## src/rtl/adder72_seq_ctrl.sv

```systemverilog
// adder72_seq_ctrl: 72-bit add over three cycles on one shared 24-bit adder, valid/ready on both sides.
// Optional signed-overflow output ovf when ADDER72_SEQ_OVF_EN is defined.
module adder24 (
   input  logic [23:0] a,
   input  logic [23:0] b,
   input  logic        ci,
   output logic [23:0] s,
   output logic        co
);
   assign {co, s} = a + b + {23'd0, ci};
endmodule

module adder72_seq_ctrl #(
   parameter int SLICE_W    = 24,
   parameter int NUM_SLICES = 3
) (
   input  logic                            clk,
   input  logic                            rst_n,
   input  logic                            in_valid,
   output logic                            in_ready,
   input  logic [SLICE_W*NUM_SLICES-1:0]   A,
   input  logic [SLICE_W*NUM_SLICES-1:0]   B,
   input  logic                            c0,
   output logic                            out_valid,
   input  logic                            out_ready,
   output logic [SLICE_W*NUM_SLICES-1:0]   S,
   output logic                            c72,
   output logic                            busy
`ifdef ADDER72_SEQ_OVF_EN
   ,output logic                           ovf
`endif
);
   localparam int W  = SLICE_W * NUM_SLICES;
   localparam int CW = $clog2(NUM_SLICES);
   typedef enum logic [1:0] {IDLE, RUN, DONE} state_t;
   state_t state_q, state_d;
   logic [CW-1:0] cnt_q, cnt_d;
   logic cy_q, cy_d, c0_q, c0_d, c72_q, c72_d;
   logic [W-1:0] a_q, a_d, b_q, b_d, s_q, s_d;
   logic [SLICE_W-1:0] a_sl, b_sl, sum_sl;
   logic cin_sl, cout_sl, last;
`ifdef ADDER72_SEQ_OVF_EN
   logic ovf_q, ovf_d;
   assign ovf = ovf_q;
`endif
   always_comb begin
      a_sl = '0;
      b_sl = '0;
      for (int i = 0; i < NUM_SLICES; i++)
         if (cnt_q == CW'(i)) begin
            a_sl = a_q[i*SLICE_W +: SLICE_W];
            b_sl = b_q[i*SLICE_W +: SLICE_W];
         end
   end
   assign cin_sl = (cnt_q == '0) ? c0_q : cy_q;
   assign last   = (cnt_q == CW'(NUM_SLICES-1));
   adder24 u_add (.a(a_sl), .b(b_sl), .ci(cin_sl), .s(sum_sl), .co(cout_sl));
   always_comb begin
      state_d = state_q;
      cnt_d   = cnt_q;
      cy_d    = cy_q;
      c0_d    = c0_q;
      c72_d   = c72_q;
      a_d     = a_q;
      b_d     = b_q;
      s_d     = s_q;
`ifdef ADDER72_SEQ_OVF_EN
      ovf_d   = ovf_q;
`endif
      case (state_q)
         IDLE: if (in_valid) begin
            a_d     = A;
            b_d     = B;
            c0_d    = c0;
            s_d     = '0;
            cnt_d   = '0;
            state_d = RUN;
         end
         RUN: begin
            for (int i = 0; i < NUM_SLICES; i++)
               if (cnt_q == CW'(i)) s_d[i*SLICE_W +: SLICE_W] = sum_sl;
            cy_d = cout_sl;
            if (last) begin
               c72_d   = cout_sl;
`ifdef ADDER72_SEQ_OVF_EN
               ovf_d   = (a_q[W-1] == b_q[W-1]) && (sum_sl[SLICE_W-1] != a_q[W-1]);
`endif
               state_d = DONE;
            end else cnt_d = cnt_q + 1'b1;
         end
         DONE: if (out_ready) state_d = IDLE;
         default: state_d = IDLE;
      endcase
   end
   always_ff @(posedge clk or negedge rst_n)
      if (!rst_n) begin
         state_q <= IDLE;
         cnt_q   <= '0;
         cy_q    <= 1'b0;
         c0_q    <= 1'b0;
         c72_q   <= 1'b0;
         a_q     <= '0;
         b_q     <= '0;
         s_q     <= '0;
`ifdef ADDER72_SEQ_OVF_EN
         ovf_q   <= 1'b0;
`endif
      end else begin
         state_q <= state_d;
         cnt_q   <= cnt_d;
         cy_q    <= cy_d;
         c0_q    <= c0_d;
         c72_q   <= c72_d;
         a_q     <= a_d;
         b_q     <= b_d;
         s_q     <= s_d;
`ifdef ADDER72_SEQ_OVF_EN
         ovf_q   <= ovf_d;
`endif
      end
   assign in_ready  = (state_q == IDLE);
   assign out_valid = (state_q == DONE);
   assign busy      = (state_q != IDLE);
   assign S         = s_q;
   assign c72       = c72_q;
endmodule

```

## config.mk

```make
export PLATFORM = sky130hd
export DESIGN_NAME = adder72_seq_ctrl
export DESIGN_NICKNAME = d
export VERILOG_FILES = /design/src/rtl/adder72_seq_ctrl.sv
export SDC_FILE = /design/constraint.sdc
export NUM_CORES = 1
export LEC_CHECK = 0
export ABC_AREA = 1
export BUFFER_PORTS_ARGS = -buffer_cell sky130_fd_sc_hd__clkbuf_2
export CORE_ASPECT_RATIO = 0.8
export CORE_MARGIN = 5
export CORE_UTILIZATION = 30
export DETAILED_ROUTE_END_ITERATION = 10
export GPL_TIMING_DRIVEN = 1
export SKIP_CTS_REPAIR_TIMING = 1
export SYNTH_ARGS = -nofsm -noshare
export SYNTH_HDL_FRONTEND = slang
export SYNTH_SLANG_ARGS = --single-unit
```

## constraint.sdc

```tcl
create_clock -name clk -period 6.11 [get_ports clk]
set_clock_uncertainty 0.1 [all_clocks]
set_input_delay 0.611 -clock clk [delete_from_list [all_inputs] [get_ports clk]]
set_output_delay 0.611 -clock clk [all_outputs]
set_load 0.05 [all_outputs]
```

# After elaboration in Yosys (flattened, before gate mapping)
# Cells that the tools add are included.
# totals
regBits,223
latchBits,0
ram_bits,0
romBits,0
in_bits,149
out_inout_bits,76
wordCells,53
mem_count,0
# classes
n_addsub,3
n_mul,0
div,0
magnitude_cmp,0
n_eq_ne,10
shift,0
muxes,19
bitwise_logic,0
reduce_logical,11
# ops
cell,count
2-to-1 mux 24 bit,9
case mux 72 bit (2 select lines),1
2-to-1 mux 72 bit,1
adder 24 x 24 -> 25 bit,1
adder 25 x 1 -> 25 bit,1
AND reduction 3 bit,5
2-to-1 mux 2 bit,5
"inequality test 2 bit, second input constant",5
case mux 2 bit (3 select lines),1
"== test 2 x 1 -> 1 bit, second input constant",2
"== test 2 bit, second input constant",2
logical NOT 2 bit,2
case mux 2 bit (2 select lines),1
AND reduction 2 bit,2
nonzero test 2 bit,2
"adder 2 x 1 -> 2 bit, second input constant",1
"inequality test 2 x 1 -> 1 bit, second input constant",1
2-to-1 mux 1 bit,1

# Logic depth before layout (Yosys ltp)
# depth
word_depth,8
depth_mapped,23
ltp_nobuf,20

# By module
# A second synthesis with hierarchy kept.
# hier_totals
cells_unflattened,1576
area_unflattened_um2,11928.9
# modules_own_cells
mod,instances,cells_per_inst,area_per_inst_um2,seq_area_each_um2
adder72_seq_ctrl,1,1213,10151.0,5580.4
adder24,1,363,1778.0,0.0

# Worst setup path after synthesis
# Ideal clock, no wire load.
# synth_timing
path_kind,register -> register
from,register cnt_q[0]
to,"register s_q[12], in the netlist S[12]"
setup_time_ns,0.122
arrival_ns,2.834
required_ns,5.888
path_slack_ns,3.053
path_stages_with_launch,17
n_path_buf,2
synth_period_minus_slack_ns,3.057
cell_sequence,dfrtp_1 -> inv_1 -> ha_1 -> buf_2 -> inv_2 -> buf_1 -> o21ai_0 -> fa_1 -> fa_1 -> o21ai_2 -> nand2_1 -> nand2_1 -> nand2_1 -> nand2_1 -> nand2_1 -> nand3_1 -> o21ai_1
# synth_via
elab_chain_len,8
elab_cells_between_ends,16
cone_classes,add/sub (2); eq/ne (3); mux (9); reduce/logical (2)
# synth_lines
item,line,text
start: declaration,37,"logic [CW-1:0] cnt_q, cnt_d;"
start signal: assignment,110,cnt_q <= cnt_d;
logical NOT 2 bit,"50, 55, 81",
2-to-1 mux 24 bit (3 in series),50,if (cnt_q == CW'(i)) begin
adder 24 x 24 -> 25 bit,10,"assign {co, s} = a + b + {23'd0, ci};"
adder 25 x 1 -> 25 bit,10,
2-to-1 mux 24 bit,81,if (cnt_q == CW'(i)) s_d[i*SLICE_W +: SLICE_W] = sum_sl;
case mux 72 bit (2 select lines),70,case (state_q)
end signal: assignment,104,s_q <= '0;
end signal: assignment,116,s_q <= s_d;
end: declaration,39,"logic [W-1:0] a_q, a_d, b_q, b_d, s_q, s_d;"
# Parallel ways exist; a longest one is shown, timed or not. The select of a mux whose other input is x is not followed.
# A chain may end at the register's enable or synchronous reset.

# Final worst setup path
# layout_timing
from,register cnt_q[0]
to,"register s_q[14], in the netlist S[14]"
# The elaborated chain is that of the path after synthesis.

==> run metrics <==
syn nets roughly 1600; met2 Track Usage GR roughly 28%; Starting Density around 30%; Clock Path Buffers 3; synthesized area about 11000 um^2; 1st-pass router iterations 5; failing checks negative hold slack; Worst R2R End S[14]$_DFFE_PN0P_; CP Cell Sequence inv_1 -> ha_1 -> nand2_1 -> inv_1 -> a22oi_1 -> nand2_1 -> o21ai_0 -> fa_1 -> fa_1 -> inv_1 -> nand2_1 -> nand3_1 -> nand3_1 -> nand3b_1 -> nand3_1 -> o21ai_1; Final setup viols 0; fin crit period between 4 and 5 ns; count of different cell masters after synthesis 30; top post-synthesis cells by area dfrtp_1, nand2_1, a22oi_1, inv_1, ha_1; I/O Buffers 224; Worst setup SP type register; vias per std cell about 4.7; # IOs between 200 and 250; Root Buffer clkbuf_16; max-cap viol count 0; CTS tree yes; Final Hold Viols 4; CP max FO 31; Hold WS -0.003593 ns; GRT met3 Usage a little over 4%; status finished, violations left; H-Tree Depth 1; WP data required 6.47 ns; largest net degree at the start of global routing ~130; cell type with the largest total area after synthesis dfrtp_1; initial antenna violation count 1; synthesized flop and latch total about 220; worst vdd ir 0.0002476 V; Final Wtd Congestion ~0.9; CTS buffer count 25; worst slack, placed roughly 1.6 ns; critical register-to-register path startpoint cnt_q[0]$_DFFE_PN0P_; arrival time at the worst endpoint between 4 and 5 ns; Worst-Margin Slew 1.258 ns; Worst R2R Path Depth 16; post-DP HPWL roughly 28000 um; share of layout cells above drive strength 1 approximately 17%; met1 usage roughly a quarter; register area share after synthesis ~50%; CP Launch Point cnt_q[0]$_DFFE_PN0P_; initial drt markers roughly 820; Area Overhead vs Synth 21.08%; TNS Setup 0 ns; hold crit path type in2async; Yosys warning count 0; CP Class reg2reg; Slew Viols, Final 0; clk sinks between 200 and 250; Post-synth EDFFs 0; maximum clock frequency 217.2 MHz; nets about 1800; unrepaired setup endpoints after global routing false; die height roughly 180 um; busiest grt layer met2; R2R Setup Slk between 1.5 and 2 ns; Crit. End Element register; Total Wirelength approximately 38000 um; Static Leak ~0.0074 uW; final core utilization 36.52%; vias in the first global route a little over 10000; Critical Path Slowest Stage Cell inv_1; post-synth top area share between 50 and 60%; CP max stage delay 0.90 ns; Final WS setup approximately 1.5 ns; routed via count roughly 10000; DRC 0; most instantiated library cell after synthesis nand2_1; Filler cells 3934; Synth Flop Type dfrtp_1; die area 40900 um^2; WL per Instance 17.40 um; PwrDens between 600 and 700 nW/um^2; most frequent cells after synthesis nand2_1, dfrtp_1, inv_1; antenna diode count 0; Tcrit/Tclk final between 70% and 80%; Die X ~220 um; Worst-path clk slew ~0.060 ns; final antenna-violating net count 0; first-pass GRT wire length ~58000 um; CORE AREA roughly 37000 um^2; Max transition margin roughly 16%; Clk Latency, worst-skew pair 0.54 ns; Core Rows 63; Total GRT Usage approximately 18%; Syn Inst Count ~1500; async set or reset register ratio after synthesis 100.0%; syn avg cell area roughly 7.6 um^2; GRT overflow 0
[routing by layer]
layer	share of wire [%]	vias to the layer above	routed length, um
met5	0.035	-	13
met2	44	336	16350
li1	-	4986	-
met1	47	4773	17760
met3	6.9	62	2583
met4	2.3	2	852
[flip-flops by register name, indices dropped and copies added (netlist names)]
register / count
cnt_q: 2
state_q: 2
c72: 1
cy_q: 1
c0_q: 1
a_q: 72
S: 72
b_q: 72
[power by group]
group	internal (uW)	switching, uW	leakage, uW
clock network	920	618	0.000409
registers	2120	394	0.00283
logic	1360	3560	0.00420
total	4410	4580	0.00743
[cell families (layout without fill, tap and decap cells)]
| family | after synthesis | in the layout | synth area share (%) |
|---|---|---|---|
| AO/OA/AOI/OAI | 159 | 159 | 8.357 |
| XOR/XNOR | 1 | 1 | 0.07907 |
| adder cells (fa/ha/maj) | 28 | 28 | 3.298 |
| buffers and inverters | 168 | 376 | 6.369 |
| flip-flops | 223 | 223 | 50.37 |
| multiplexers | 1 | 1 | 0.09035 |
| AND/OR/NAND/NOR | 883 | 883 | 31.44 |
[through the flow]
step | instances | power (uW) | cell area (um^2)
6_report | 2158 | 8984 | 13420
5_1_grt | 2158 | 9690 | 13420
4_1_cts | 2158 | 9052 | 13420
3_5_place_dp | 2112 | 7457 | 12580
3_3_place_gp | 2112 | 7398 | 12580
2_1_floorplan | 1463 | 5881 | 11080
[how the worst max path moves through the flow]
stage	endpoint	slack, ns
3_5_place_dp	S[12]$_DFFE_PN0P_	1.56
3_3_place_gp	S[12]$_DFFE_PN0P_	1.61
4_1_cts	S[60]$_DFFE_PN0P_	1.55
2_1_floorplan	S[12]$_DFFE_PN0P_	3.05
5_1_grt	S[12]$_DFFE_PN0P_	1.17
6_report	S[14]$_DFFE_PN0P_	1.51
[critical path: cells and delay by family (launching register included)]
| family | cells | cell delay [ns] |
|---|---|---|
| AOI/OAI and AO/OA | 3 | 0.54 |
| and+or+nand+nor | 7 | 0.99 |
| buffers and inverters | 3 | 1.15 |
| adders and majority gates | 3 | 1.33 |
| DFF | 1 | 0.39 |
[final cells by class]
| cell class | instances | area, um^2 | share of cell area (%) |
|---|---|---|---|
| clock buffer | 35 | 693.2 | 5.167 |
| clock inverter | 11 | 140.1 | 1.045 |
| inverter | 96 | 362.8 | 2.705 |
| multi-input combinational | 1072 | 4811 | 35.86 |
| sequential | 223 | 5580 | 41.60 |
| tap | 487 | 609.3 | 4.542 |
| timing repair buffer | 234 | 1219 | 9.084 |
[cell usage in the layout (no fill, tap or decap), drive strengths merged]
cell,n
nand4,29
o22ai,1
xor2,1
o21a,1
inv,97
bufinv,3
or2,5
fa,2
a21oi,37
clkbuf,258
clkinv,6
nand2,748
o31ai,1
mux2i,1
dfrtp,223
buf,11
nand3,30
nor3,4
ha,26
o21ai,71
nor2,60
clkinvlp,1
nand3b,7
a21o,1
a22oi,47
No activity file was read; power rests on OpenSTA's default activity.
